[src/rtl/multi_edge_detect.sv]
// Multi-channel edge detector: per-channel synchroniser, glitch filter,
// mode-qualified rise/fall pulses, sticky flags and saturating counters.
module multi_edge_detect #(
    parameter int N_CH        = 4,
    parameter int SYNC_STAGES = 2,
    parameter int FILT_CYCLES = 3,
    parameter int CNT_W       = 8
) (
    input  logic                    clk,
    input  logic                    reset,
    input  logic [N_CH-1:0]         a_in,
    input  logic [2*N_CH-1:0]       mode,
    input  logic [N_CH-1:0]         clr,
    output logic [N_CH-1:0]         re_pulse,
    output logic [N_CH-1:0]         fe_pulse,
    output logic [N_CH-1:0]         ev_sticky,
    output logic [N_CH*CNT_W-1:0]   ev_count,
    output logic                    any_event
);

    localparam int FW = (FILT_CYCLES > 1) ? $clog2(FILT_CYCLES) : 1;
    localparam logic [FW-1:0]    F_LAST = FW'(FILT_CYCLES - 1);
    localparam logic [CNT_W-1:0] C_MAX  = '1;

    logic [N_CH-1:0] pend_r_v;
    logic [N_CH-1:0] pend_f_v;

    for (genvar gi = 0; gi < N_CH; gi++) begin : g_ch
        logic [SYNC_STAGES-1:0] sr;
        logic                   sync;
        logic                   filt;
        logic [FW-1:0]          fcnt;
        logic                   flip;
        logic                   pend_r;
        logic                   pend_f;
        logic                   ev;
        logic                   re_r;
        logic                   fe_r;
        logic                   st_r;
        logic [CNT_W-1:0]       cnt_r;

        assign sync = sr[SYNC_STAGES-1];
        assign flip = (sync != filt) && (fcnt == F_LAST);
        assign ev   = pend_r | pend_f;

        // Synchroniser and glitch filter; tracking ignores mode.
        always_ff @(posedge clk) begin
            if (reset) begin
                sr   <= '0;
                filt <= 1'b0;
                fcnt <= '0;
            end else begin
                sr <= {sr[SYNC_STAGES-2:0], a_in[gi]};
                if (sync == filt) begin
                    fcnt <= '0;
                end else if (flip) begin
                    filt <= ~filt;
                    fcnt <= '0;
                end else begin
                    fcnt <= fcnt + 1'b1;
                end
            end
        end

        // Mode is sampled on the flip edge; the pulse registers one edge later.
        always_ff @(posedge clk) begin
            if (reset) begin
                pend_r <= 1'b0;
                pend_f <= 1'b0;
                re_r   <= 1'b0;
                fe_r   <= 1'b0;
            end else begin
                pend_r <= flip & ~filt & mode[2*gi];
                pend_f <= flip & filt & mode[2*gi+1];
                re_r   <= pend_r;
                fe_r   <= pend_f;
            end
        end

        // An event on the same edge as clr wins over the clear.
        always_ff @(posedge clk) begin
            if (reset) begin
                st_r  <= 1'b0;
                cnt_r <= '0;
            end else begin
                if (ev) begin
                    st_r <= 1'b1;
                end else if (clr[gi]) begin
                    st_r <= 1'b0;
                end
                if (clr[gi]) begin
                    cnt_r <= ev ? CNT_W'(1) : '0;
                end else if (ev && (cnt_r != C_MAX)) begin
                    cnt_r <= cnt_r + 1'b1;
                end
            end
        end

        assign pend_r_v[gi]                 = pend_r;
        assign pend_f_v[gi]                 = pend_f;
        assign re_pulse[gi]                 = re_r;
        assign fe_pulse[gi]                 = fe_r;
        assign ev_sticky[gi]                = st_r;
        assign ev_count[CNT_W*gi +: CNT_W]  = cnt_r;
    end

    always_ff @(posedge clk) begin
        if (reset) begin
            any_event <= 1'b0;
        end else begin
            any_event <= |(pend_r_v | pend_f_v);
        end
    end

endmodule

[config.mk]
export PLATFORM = sky130hd
export DESIGN_NAME = multi_edge_detect
export DESIGN_NICKNAME = d
export VERILOG_FILES = /design/src/rtl/multi_edge_detect.sv
export SDC_FILE = /design/constraint.sdc
export NUM_CORES = 1
export LEC_CHECK = 0
export CORE_AREA = 3 3 79 81
export DETAILED_ROUTE_END_ITERATION = 6
export DIE_AREA = 0 0 82 84
export PLACE_DENSITY = 0.79
export SYNTH_ARGS = -nofsm -noshare
export SYNTH_HDL_FRONTEND = slang
export SYNTH_SLANG_ARGS = --single-unit
export TNS_END_PERCENT = 50
[constraint.sdc]
create_clock -name clk -period 2.22 [get_ports clk]
set_input_delay 0.444 -clock clk [delete_from_list [all_inputs] [get_ports clk]]
set_output_delay 0.444 -clock clk [all_outputs]
set_load 0.05 [all_outputs]
After elaboration in Yosys (flattened, before gate mapping)
Index checks and enable logic that the tools add are counted.

Input port bits: 18. Output and inout bits: 45. Word-level logic and storage cells: 135. Register bits after elaboration: 73.

Equality and inequality tests: 16. Bitwise logic cells: 29. Add/sub/neg operators: 8. Muxes and demuxes: 20. Reductions and logical operators: 25.

Operator list (count): 2-to-1 mux 8 bit (8); adder 8 x 1 -> 8 bit (second input constant) (4); inequality test 8 bit (second input constant) (4); AND 1 bit (16); nonzero test 2 bit (8); 2-to-1 mux 1 bit (12); OR reduction 3 bit (4); adder 2 x 1 -> 2 bit (second input constant) (4); == test 2 bit (second input constant) (4); logical AND 1 bit (8); NOT 1 bit (8); AND reduction 2 bit (4); == test 1 bit (4); inequality test 1 bit (4); bitwise OR 1 bit (4); bitwise OR 4 bit (1); OR reduction 4 bit (1).

Logic depth before layout (Yosys ltp)
Gate-level depths: netlist of the first run.

Depth in word-level cells: 4. Depth in mapped cells: 5. Mapped depth without buffers: 5.

Least setup slack after synthesis of the first run
No wires, ideal clock.

Kind: reg-to-reg. From: register g_ch[3].cnt_r[0]. To: register g_ch[3].cnt_r[1]. Library setup time: 0.122 ns. Buffers on the path: 0. Data arrival time: 1.625 ns. Cell stages (with the launch flop): 6. Path slack: 0.472 ns. Required time: 2.098 ns. Clock period less this slack: 1.748 ns. Cells stage by stage: dfxtp_1 -> ha_1 -> and4_1 -> a21o_2 -> mux2i_1 -> nor2_1.

Word-level cells in the longest chain between the ends: 3. Elaborated cells on any way between the ends: 6. Those cells by class: add/sub: 1; eq/ne: 1; mux: 2; reduce/logical: 2.

RTL lines: start, declared (line 40) `logic [CNT_W-1:0] cnt_r;`; start signal, assigned (line 92) `cnt_r <= ev ? CNT_W'(1) : '0;`; start signal, assigned (line 94) `cnt_r <= cnt_r + 1'b1;`; adder 8 x 1 -> 8 bit or inequality test 8 bit (tied branches) (line 94, 93); 2-to-1 mux 8 bit or logical AND 1 bit (tied branches) (line 93) `end else if (ev && (cnt_r != C_MAX)) begin`; 2-to-1 mux 8 bit or nonzero test 2 bit (tied branches).

Parallel ways exist; a longest one is shown, timed or not. The select of a mux whose other input is x is not followed. A chain may end at the register's enable or synchronous reset.

Final worst setup path of the first run
From: register g_ch[3].cnt_r[5]. To: output port ev_count[29].

RTL lines: end, declared (line 17) `output logic [N_CH*CNT_W-1:0] ev_count,`.

No word-level cell between the ends.

==> flow_metrics.py, run 1 <==
metrics = {
    "clock_network": {
        "cts_max_level": 3,
        "post_cts_buffers": 0,
        "clock_latency_ns": 0.34,
        "cts.sinks": 73,
        "cts_buffer_depth": 2,
        "cts_tree": "yes",
        "root_buffer": "clkbuf_8",
        "cts_resized": 0,
        "clkSlewWorstSetupHoldPaths_ns": 0.07,
        "numCtsBuffers": 9,
        "cts-hold-fix-buffers": 0,
    },
    "layout": {
        "utilization": 0.6917,
        "num-fill-cells": 451,
        "multi_input_area_um2": 1406,
        "diodes": 0,
        "design_area_um2": 3832,
        "synthToLayoutAreaGrowth_pct": 27.20,
        "drive_gt1_frac": 0.06789,
        "finalNetCount": 404,
        "ff_latch_area_um2": 1461,
        "final_cells": 455,
    },
    "setup_path": {
        "cp_top_family": "buffers and inverters",
        "start_kind": "register",
        "required_ns": 1.78,
        "worst_path_max_delay_cell": "clkdlybuf4s50_1",
        "end_kind": "primary output",
        "cp_max_fo": 7,
        "r2r_slack_ns": 0.65,
        "crit_chain": "clkdlybuf4s50_1",
        "path_class": "reg2out",
        "path_buf_inv": 1,
        "critPathMaxStageDelay_ns": 0.86,
        "arrival_ns": 1.65,
    },
    "outcome": {
        "status": "completed",
    },
    "yosys": {
        "seq_area_frac_synth": 0.4850,
        "synth_flop_cell": "dfxtp_1",
        "synth_top_area_frac": 0.4850,
        "synthesis.nets": 349,
        "synthTopCellsByArea": "dfxtp_1 49%, nor2_1 5.1%, mux2i_1 4.0%, ha_1 3.3%, nor2b_1 3.3%",
        "yosys_warnings": 0,
        "netlist-cell-type-count": 39,
        "syn-cell-area_um2": 3013,
        "synth.most_common_cell": "dfxtp_1",
        "avgSynthCellArea_um2": 9.328,
        "synth_area_leader_cell": "dfxtp_1",
        "synthTopCellsByCount": "73 x dfxtp_1, 41 x nor2_1, 25 x nand2_1, 16 x nor2b_1",
        "async_reset_ff_frac": 0,
        "synth_cells": 323,
        "synth_edf_count": 0,
        "ys_seq_elements": 73,
    },
    "placement": {
        "placed_area_um2": 3625,
        "post-place-cells": 439,
        "dpl.hpwl_um": 4059,
        "place.gp.congestion": 0.7673,
        "post-place-ws_ns": 0.2827,
        "io_buffer_count": 62,
    },
    "die": {
        "die_h_um": 84,
        "dieArea_um2": 6888,
        "die_x_um": 82,
        "start_util": 0.5438,
        "core_region_area_um2": 5540,
        "pin_count": 63,
        "num_rows": 27,
    },
    "sta": {
        "min_period_ns": 2.089,
        "fmax_ghz": 0.4786,
        "tns_ns": 0,
        "whs_ns": 0.4160,
        "setup-violations-final": 0,
        "setup_slack_ns": 0.1306,
        "slew_violations": 0,
        "timing.slew.headroom": 0.6475,
        "fin_crit_sh": 0.9412,
        "final_hold_viol_count": 0,
        "fin_skew_ns": 0.005625,
        "tightest_slew_ns": 0.5232,
        "rsz0062_at_grt": "no",
    },
    "job": {
        "cap_violations": 0,
    },
    "power": {
        "peakVddDrop_v": 0.0003938,
        "leakage_nw": 1.340,
        "intPower_mw": 1.972,
        "p_seq_frac": 0.537,
        "power_switching_uw": 493.7,
        "power_mw": 2.466,
        "p_comb_frac": 0.032,
        "switching_share": 0.2002,
        "powerDensity_nw_per_um2": 643.4,
        "clkPwrFrac": 0.432,
    },
    "detailed_routing": {
        "num_vias": 2383,
        "drt_iter0_markers": 104,
        "routed_wl_um": 5642,
        "drc_errors": 0,
        "ant_nets": 0,
        "drt-vias-per-instance": 5.237,
        "wire_per_inst_um": 12.40,
        "drtPass1Iterations": 4,
    },
    "global_route": {
        "grt_max_degree": 41,
        "grt_overflow": 0,
        "grt_use_total": 0.1762,
        "grt_pass1_wl_um": 9584,
        "grt_antenna_before_repair": 0,
        "grt_pass1_vias": 2218,
    },
    "worst_hold_path": {
        "hp-class": "reg2reg",
    },
}
-- registers in the layout, indices dropped and copies added (netlist names) --
signal	flops
any_event	1
g_ch.cnt_r	32
g_ch.fcnt	8
g_ch.fe_r	4
g_ch.filt	4
g_ch.pend_f	4
g_ch.pend_r	4
g_ch.re_r	4
g_ch.sr	8
g_ch.st_r	4
-- layer usage --
metal  share of wire  global-route usage  up-vias
met5               0                   0        -
met4           0.019             0.07704        0
met3           0.048             0.04212       11
met2            0.46              0.2726       54
met1            0.48              0.2301     1093
li1                -                   -     1225
-- power by group through the flow --
stage	sequential, mW	clock [mW]	combinational (mW)
3_3_place_gp	1.35	0	0.0773
4_1_cts	1.32	1.09	0.0787
2_1_floorplan	1.35	0	0.0348
5_1_grt	1.32	1.14	0.0850
6_report	1.32	1.06	0.0779
3_5_place_dp	1.35	0	0.0786
-- final timing paths --
check,from,endpoint,cells after the start
worst min register to register,g_ch[2].fcnt[0]$_SDFF_PP0_,g_ch[2].fcnt[0]$_SDFF_PP0_,1
worst max register to register,g_ch[2].cnt_r[0]$_SDFFE_PP0P_,g_ch[2].cnt_r[4]$_SDFFE_PP0P_,5
worst max-delay path,g_ch[3].cnt_r[5]$_SDFFE_PP0P_,ev_count[29],1
worst min-delay path,g_ch[2].fcnt[0]$_SDFF_PP0_,g_ch[2].fcnt[0]$_SDFF_PP0_,1
-- placed cells by master, fill, tap and decap left out, types with 5 or more instances in the layout --
cell type / count
or2_2: 8
or3_1: 5
nand4_1: 9
o211ai_1: 8
dfxtp_1: 73
a21oi_1: 10
nor2_1: 41
o21ai_0: 8
nor2b_1: 16
xnor2_1: 10
xor2_1: 7
nand3_1: 12
inv_1: 7
clkbuf_8: 12
a211oi_1: 5
clkdlybuf4s50_1: 62
nor3_1: 10
ha_1: 8
nand2_1: 25
mux2i_1: 12
-- final cells by class --
| class | instances | area share |
|---|---|---|
| Tap cell | 72 | 0.02351 |
| Clock buffer | 14 | 0.04505 |
| Sequential cell | 73 | 0.3813 |
| Timing Repair Buffer | 63 | 0.1672 |
| Inverter | 7 | 0.006856 |
| Multi-Input combinational cell | 224 | 0.3670 |
| Clock inverter | 2 | 0.009141 |
-- cell families after synthesis --
logic type,synth area share
buf+inv,0.04818
simple gates,0.2434
compound gates,0.1009
xor+xnor,0.04942
fa+ha+maj,0.03322
flops,0.4850
mux,0.03987
Note: power is estimated with default switching activity, not from simulation.
==> run 2, diff against run 1 <==
--- a/config.mk
+++ b/config.mk
@@ -5,10 +5,12 @@
 export SDC_FILE = /design/constraint.sdc
 export NUM_CORES = 1
 export LEC_CHECK = 0
-export CORE_AREA = 3 3 79 81
+export CELL_PAD_IN_SITES_DETAIL_PLACEMENT = 0
+export CELL_PAD_IN_SITES_GLOBAL_PLACEMENT = 1
+export CORE_AREA = 3 3 90 92
 export DETAILED_ROUTE_END_ITERATION = 6
-export DIE_AREA = 0 0 82 84
-export PLACE_DENSITY = 0.79
+export DIE_AREA = 0 0 93 95
+export PLACE_DENSITY = 0.8
 export SYNTH_ARGS = -nofsm -noshare
 export SYNTH_HDL_FRONTEND = slang
 export SYNTH_SLANG_ARGS = --single-unit
==> run 2 against run 1 <==
Fmax rose by 0.24%. Critical path type unchanged. Wire length rose by 5.3%. Core utilization fell by 17 points. Non-clock buffer count did not move. Combinational power fell by 0.5%. Register-to-register slack got worse by 0.04 ns.
==> flow_metrics.py, run 2 (same netlist as run 1, synthesis figures left out) <==
metrics = {
    "outcome": {
        "status": "completed",
    },
    "setup_path": {
        "r2r_start": "g_ch[2].cnt_r[0]$_SDFFE_PP0P_",
        "path_buf_inv": 1,
        "required_ns": 1.78,
        "path_class": "reg2out",
        "end_kind": "primary output",
        "critPathMaxStageDelay_ns": 0.85,
        "r2r_slack_ns": 0.61,
        "timing.rr.end": "g_ch[2].cnt_r[4]$_SDFFE_PP0P_",
        "arrival_ns": 1.64,
        "worst_path_max_delay_cell": "clkdlybuf4s50_1",
        "crit_chain": "clkdlybuf4s50_1",
        "reg2reg_depth": 5,
        "cp_max_fo": 7,
        "cp_top_family": "buffers and inverters",
        "start_kind": "register",
    },
    "die": {
        "pin_count": 63,
        "start_util": 0.4132,
        "num_rows": 31,
        "die_h_um": 95,
        "core_region_area_um2": 7292,
        "die_x_um": 93,
        "dieArea_um2": 8835,
    },
    "detailed_routing": {
        "drt-vias-per-instance": 4.952,
        "drt_iter0_markers": 50,
        "drtPass1Iterations": 4,
        "routed_wl_um": 5942,
        "drc_errors": 0,
        "ant_nets": 0,
        "num_vias": 2387,
        "wire_per_inst_um": 12.33,
    },
    "power": {
        "intPower_mw": 1.823,
        "switching_share": 0.2127,
        "leakage_nw": 1.327,
        "p_seq_frac": 0.571,
        "power_switching_uw": 492.5,
        "powerDensity_nw_per_um2": 604.3,
        "peakVddDrop_v": 0.0002979,
        "clkPwrFrac": 0.395,
        "p_comb_frac": 0.033,
    },
    "sta": {
        "tns_ns": 0,
        "fin_crit_sh": 0.9389,
        "slew_violations": 0,
        "setup-violations-final": 0,
        "timing.slew.headroom": 0.6051,
        "final_hold_viol_count": 0,
        "rsz0062_at_grt": "no",
        "min_period_ns": 2.084,
        "fmax_ghz": 0.4798,
        "tightest_slew_ns": 0.5861,
        "whs_ns": 0.4083,
        "fin_skew_ns": 0.005945,
    },
    "job": {
        "cap_violations": 0,
    },
    "layout": {
        "top_register": "g_ch.cnt_r",
        "synthToLayoutAreaGrowth_pct": 27.20,
        "final_common_cell": "dfxtp_1",
        "diodes": 0,
        "largest_reg_flops": 32,
        "largestRegisters": "g_ch.cnt_r: 32 flops, g_ch.fcnt: 8 flops, g_ch.sr: 8 flops",
        "drive_gt1_frac": 0.06789,
        "final_cell_mix": "73 x dfxtp_1, 62 x clkdlybuf4s50_1, 41 x nor2_1",
        "finalNetCount": 404,
    },
    "placement": {
        "io_buffer_count": 62,
        "place.gp.congestion": 0.8330,
        "dpl.hpwl_um": 4313,
    },
    "worst_hold_path": {
        "hold_end": "g_ch[3].fcnt[0]$_SDFF_PP0_",
        "min_path_cells": 1,
        "worstHoldStart": "g_ch[3].fcnt[0]$_SDFF_PP0_",
        "hp-class": "reg2reg",
    },
    "global_route": {
        "use_met2": 0.2130,
        "grt_pass1_vias": 2163,
        "grt_use_total": 0.1442,
        "grt_pass1_wl_um": 10110,
        "busiest_layer": "met2",
        "met1_usage": 0.1950,
        "grt_overflow": 0,
        "grt_antenna_before_repair": 0,
        "grt_max_degree": 41,
        "met3_usage": 0.03267,
    },
    "clock_network": {
        "clock_latency_ns": 0.33,
        "cts.sinks": 73,
        "cts_tree": "yes",
        "post_cts_buffers": 0,
        "root_buffer": "clkbuf_8",
        "cts_buffer_depth": 2,
        "numCtsBuffers": 9,
        "clkSlewWorstSetupHoldPaths_ns": 0.07,
        "cts_resized": 0,
        "cts-hold-fix-buffers": 0,
        "cts_max_level": 3,
    },
}
==> run 2: worst max path at each step <==
stage	startpoint	end	slack (ns)	depth (start not counted)
5_1_grt	g_ch[1].cnt_r[2]$_SDFFE_PP0P_	ev_count[10]	0.05	1
3_3_place_gp	clr[2]	g_ch[2].cnt_r[4]$_SDFFE_PP0P_	0.24	4
6_report	g_ch[3].cnt_r[5]$_SDFFE_PP0P_	ev_count[29]	0.14	1
4_1_cts	g_ch[3].cnt_r[5]$_SDFFE_PP0P_	ev_count[29]	0.10	1
2_1_floorplan	g_ch[3].cnt_r[0]$_SDFFE_PP0P_	g_ch[3].cnt_r[1]$_SDFFE_PP0P_	0.47	5
3_5_place_dp	clr[2]	g_ch[2].cnt_r[4]$_SDFFE_PP0P_	0.24	4
==> run 2: final cells by class <==
type / count / area (µm²)
Tap cell: 99 / 123.9
Timing Repair Buffer: 63 / 640.6
Clock inverter: 3 / 15.01
Fill cell: 709 / 3460
Inverter: 7 / 26.28
Sequential cell: 73 / 1461
Clock buffer: 13 / 158.9
Multi-Input combinational cell: 224 / 1406
==> run 2: routing by layer <==
layer  vias to the layer above  wire, µm
met5                         -         0
met4                         0        97
met3                         9       253
met2                        53      2721
met1                      1088      2870
li1                       1237         -
==> run 2: power groups by stage <==
| stage | combinational [mW] | clock (mW) | sequential (mW) |
|---|---|---|---|
| floorplan | 0.0348 | 0 | 1.35 |
| global placement | 0.0784 | 0 | 1.35 |
| detailed placement | 0.0787 | 0 | 1.35 |
| CTS | 0.0790 | 0.952 | 1.32 |
| global route | 0.0865 | 1.01 | 1.32 |
| finish | 0.0775 | 0.915 | 1.32 |
==> run 2: metrics by stage <==
stage / util / worst slack, ns / total power [mW] / instances / area [µm²]
after floorplan: - / 0.4725 / 1.387 / 323 / 3013
after global placement: 0.5017 / 0.2355 / 1.431 / 466 / 3659
after detailed placement: 0.5017 / 0.2437 / 1.432 / 466 / 3659
after CTS: 0.5256 / 0.1036 / 2.354 / 482 / 3832
after global routing: 0.5256 / 0.04696 / 2.425 / 482 / 3832
final: 0.5256 / 0.1356 / 2.316 / 482 / 3832
==> run 3, diff against run 2 <==
--- a/config.mk
+++ b/config.mk
@@ -7,9 +7,9 @@
 export LEC_CHECK = 0
 export CELL_PAD_IN_SITES_DETAIL_PLACEMENT = 0
 export CELL_PAD_IN_SITES_GLOBAL_PLACEMENT = 1
-export CORE_AREA = 3 3 90 92
+export CORE_AREA = 3 3 100 83
 export DETAILED_ROUTE_END_ITERATION = 6
-export DIE_AREA = 0 0 93 95
+export DIE_AREA = 0 0 103 86
 export PLACE_DENSITY = 0.8
 export SYNTH_ARGS = -nofsm -noshare
 export SYNTH_HDL_FRONTEND = slang
==> run 3 against run 2 <==
Global-route usage decreased by 0.59 points. Count of clock-buffer cells in the layout unchanged. Via count decreased by 2.3%. Clock power increased by 9.2%. Core utilization decreased by 0.41 points. Power increased by 3.6%. Setup slack got worse by 0.020 ns. Clock skew increased by 0.0027 ns. Combinational power increased by 0.5%. Wire length decreased by 1.5%. Register-to-register slack improved by 0.02 ns. First-iteration DRC count increased by 48%. Critical path type unchanged.
==> flow_metrics.py, run 3 (same netlist as run 1, synthesis figures left out) <==
metrics = {
    "clock_network": {
        "cts_buffer_depth": 2,
        "numCtsBuffers": 9,
        "cts.sinks": 73,
        "root_buffer": "clkbuf_8",
        "cts_tree": "yes",
        "cts_resized": 0,
        "post_cts_buffers": 0,
        "cts_max_level": 3,
        "clock_latency_ns": 0.34,
        "cts-hold-fix-buffers": 0,
        "clkSlewWorstSetupHoldPaths_ns": 0.07,
    },
    "global_route": {
        "grt_overflow": 0,
        "grt_use_total": 0.1383,
        "grt_antenna_before_repair": 0,
        "grt_pass1_wl_um": 9563,
        "grt_pass1_vias": 2103,
        "grt_max_degree": 41,
    },
    "sta": {
        "final_hold_viol_count": 0,
        "slew_violations": 0,
        "fin_skew_ns": 0.008631,
        "tightest_slew_ns": 0.5378,
        "rsz0062_at_grt": "no",
        "whs_ns": 0.4095,
        "timing.slew.headroom": 0.6401,
        "tns_ns": 0,
        "min_period_ns": 2.104,
        "fmax_ghz": 0.4752,
        "setup-violations-final": 0,
        "fin_crit_sh": 0.9479,
    },
    "layout": {
        "final_common_cell": "dfxtp_1",
        "drive_gt1_frac": 0.06527,
        "largest_reg_flops": 32,
        "finalNetCount": 404,
        "synthToLayoutAreaGrowth_pct": 27.33,
        "diodes": 0,
        "final_cell_mix": "73 x dfxtp_1, 62 x clkdlybuf4s50_1, 41 x nor2_1",
        "top_register": "g_ch.cnt_r",
        "largestRegisters": "g_ch.cnt_r: 32 flops, g_ch.fcnt: 8 flops, g_ch.sr: 8 flops",
        "utilization": 0.5214,
    },
    "die": {
        "die_h_um": 86,
        "dieArea_um2": 8858,
        "start_util": 0.4095,
        "core_region_area_um2": 7357,
        "pin_count": 63,
        "die_x_um": 103,
        "num_rows": 28,
    },
    "placement": {
        "dpl.hpwl_um": 4240,
        "place.gp.congestion": 0.8121,
        "io_buffer_count": 62,
    },
    "setup_path": {
        "cp_top_family": "buffers and inverters",
        "path_buf_inv": 1,
        "required_ns": 1.78,
        "crit_chain": "clkdlybuf4s50_1",
        "worst_path_max_delay_cell": "clkdlybuf4s50_1",
        "cp_max_fo": 7,
        "arrival_ns": 1.66,
        "end_kind": "primary output",
        "start_kind": "register",
        "path_class": "reg2out",
        "critPathMaxStageDelay_ns": 0.85,
    },
    "detailed_routing": {
        "drtPass1Iterations": 4,
        "num_vias": 2331,
        "ant_nets": 0,
        "routed_wl_um": 5855,
        "drt-vias-per-instance": 4.928,
        "drt_iter0_markers": 74,
        "drc_errors": 0,
        "wire_per_inst_um": 12.38,
    },
    "worst_hold_path": {
        "hp-class": "reg2reg",
    },
    "outcome": {
        "status": "completed",
    },
    "power": {
        "leakage_nw": 1.331,
        "peakVddDrop_v": 0.0003962,
        "powerDensity_nw_per_um2": 625.6,
    },
    "job": {
        "cap_violations": 0,
    },
}
run 3: changes by cell type in the layout (fill, tap and decap cells not counted):
cell | before | now
clkbuf_1 | 2 | 3
clkinv_2 | 3 | 2
clkbuf_8 | 11 | 10
bufinv_16 | 0 | 1
run 3: path summary, 6_finish.rpt:
path         depth (start not counted)  slack, ns                             to                          start
max                                  1       0.12                    ev_count[2]  g_ch[0].cnt_r[2]$_SDFFE_PP0P_
min reg2reg                          1       0.41     g_ch[0].fcnt[0]$_SDFF_PP0_     g_ch[0].fcnt[0]$_SDFF_PP0_
max reg2reg                          5       0.63  g_ch[2].cnt_r[4]$_SDFFE_PP0P_  g_ch[2].cnt_r[0]$_SDFFE_PP0P_
min                                  1       0.41     g_ch[0].fcnt[0]$_SDFF_PP0_     g_ch[0].fcnt[0]$_SDFF_PP0_
run 3: layer usage:
metal  track usage  routed length [µm]
met1        0.1941                3044
met4       0.04588                  65
met5             0                   0
met2        0.1916                2424
met3       0.05610                 321
run 3: area by class of cell:
cell class	count	area, µm²
clock buffer	13	148.9
clock inverter	3	40.04
fill	684	3521
inverter	7	26.28
multi-input combinational	224	1406
sequential	73	1461
tap	90	112.6
timing repair buffer	63	640.6
run 3: report_power, final:
part | switching [mW] | internal, mW
Clock | 0.451 | 0.548
Sequential | 0.00505 | 1.32
Combinational | 0.0348 | 0.0432
Total | 0.491 | 1.91
run 3: metrics by stage:
stage               total power [mW]  instances  instance area, µm²  setup WS [ns]
floorplan                      1.387        323                3013         0.4725
global placement               1.431        457                3647         0.2903
detailed placement             1.432        457                3647         0.2475
CTS                            2.443        473                3836        0.08862
global route                   2.513        473                3836        0.02649
finish                         2.400        473                3836         0.1156
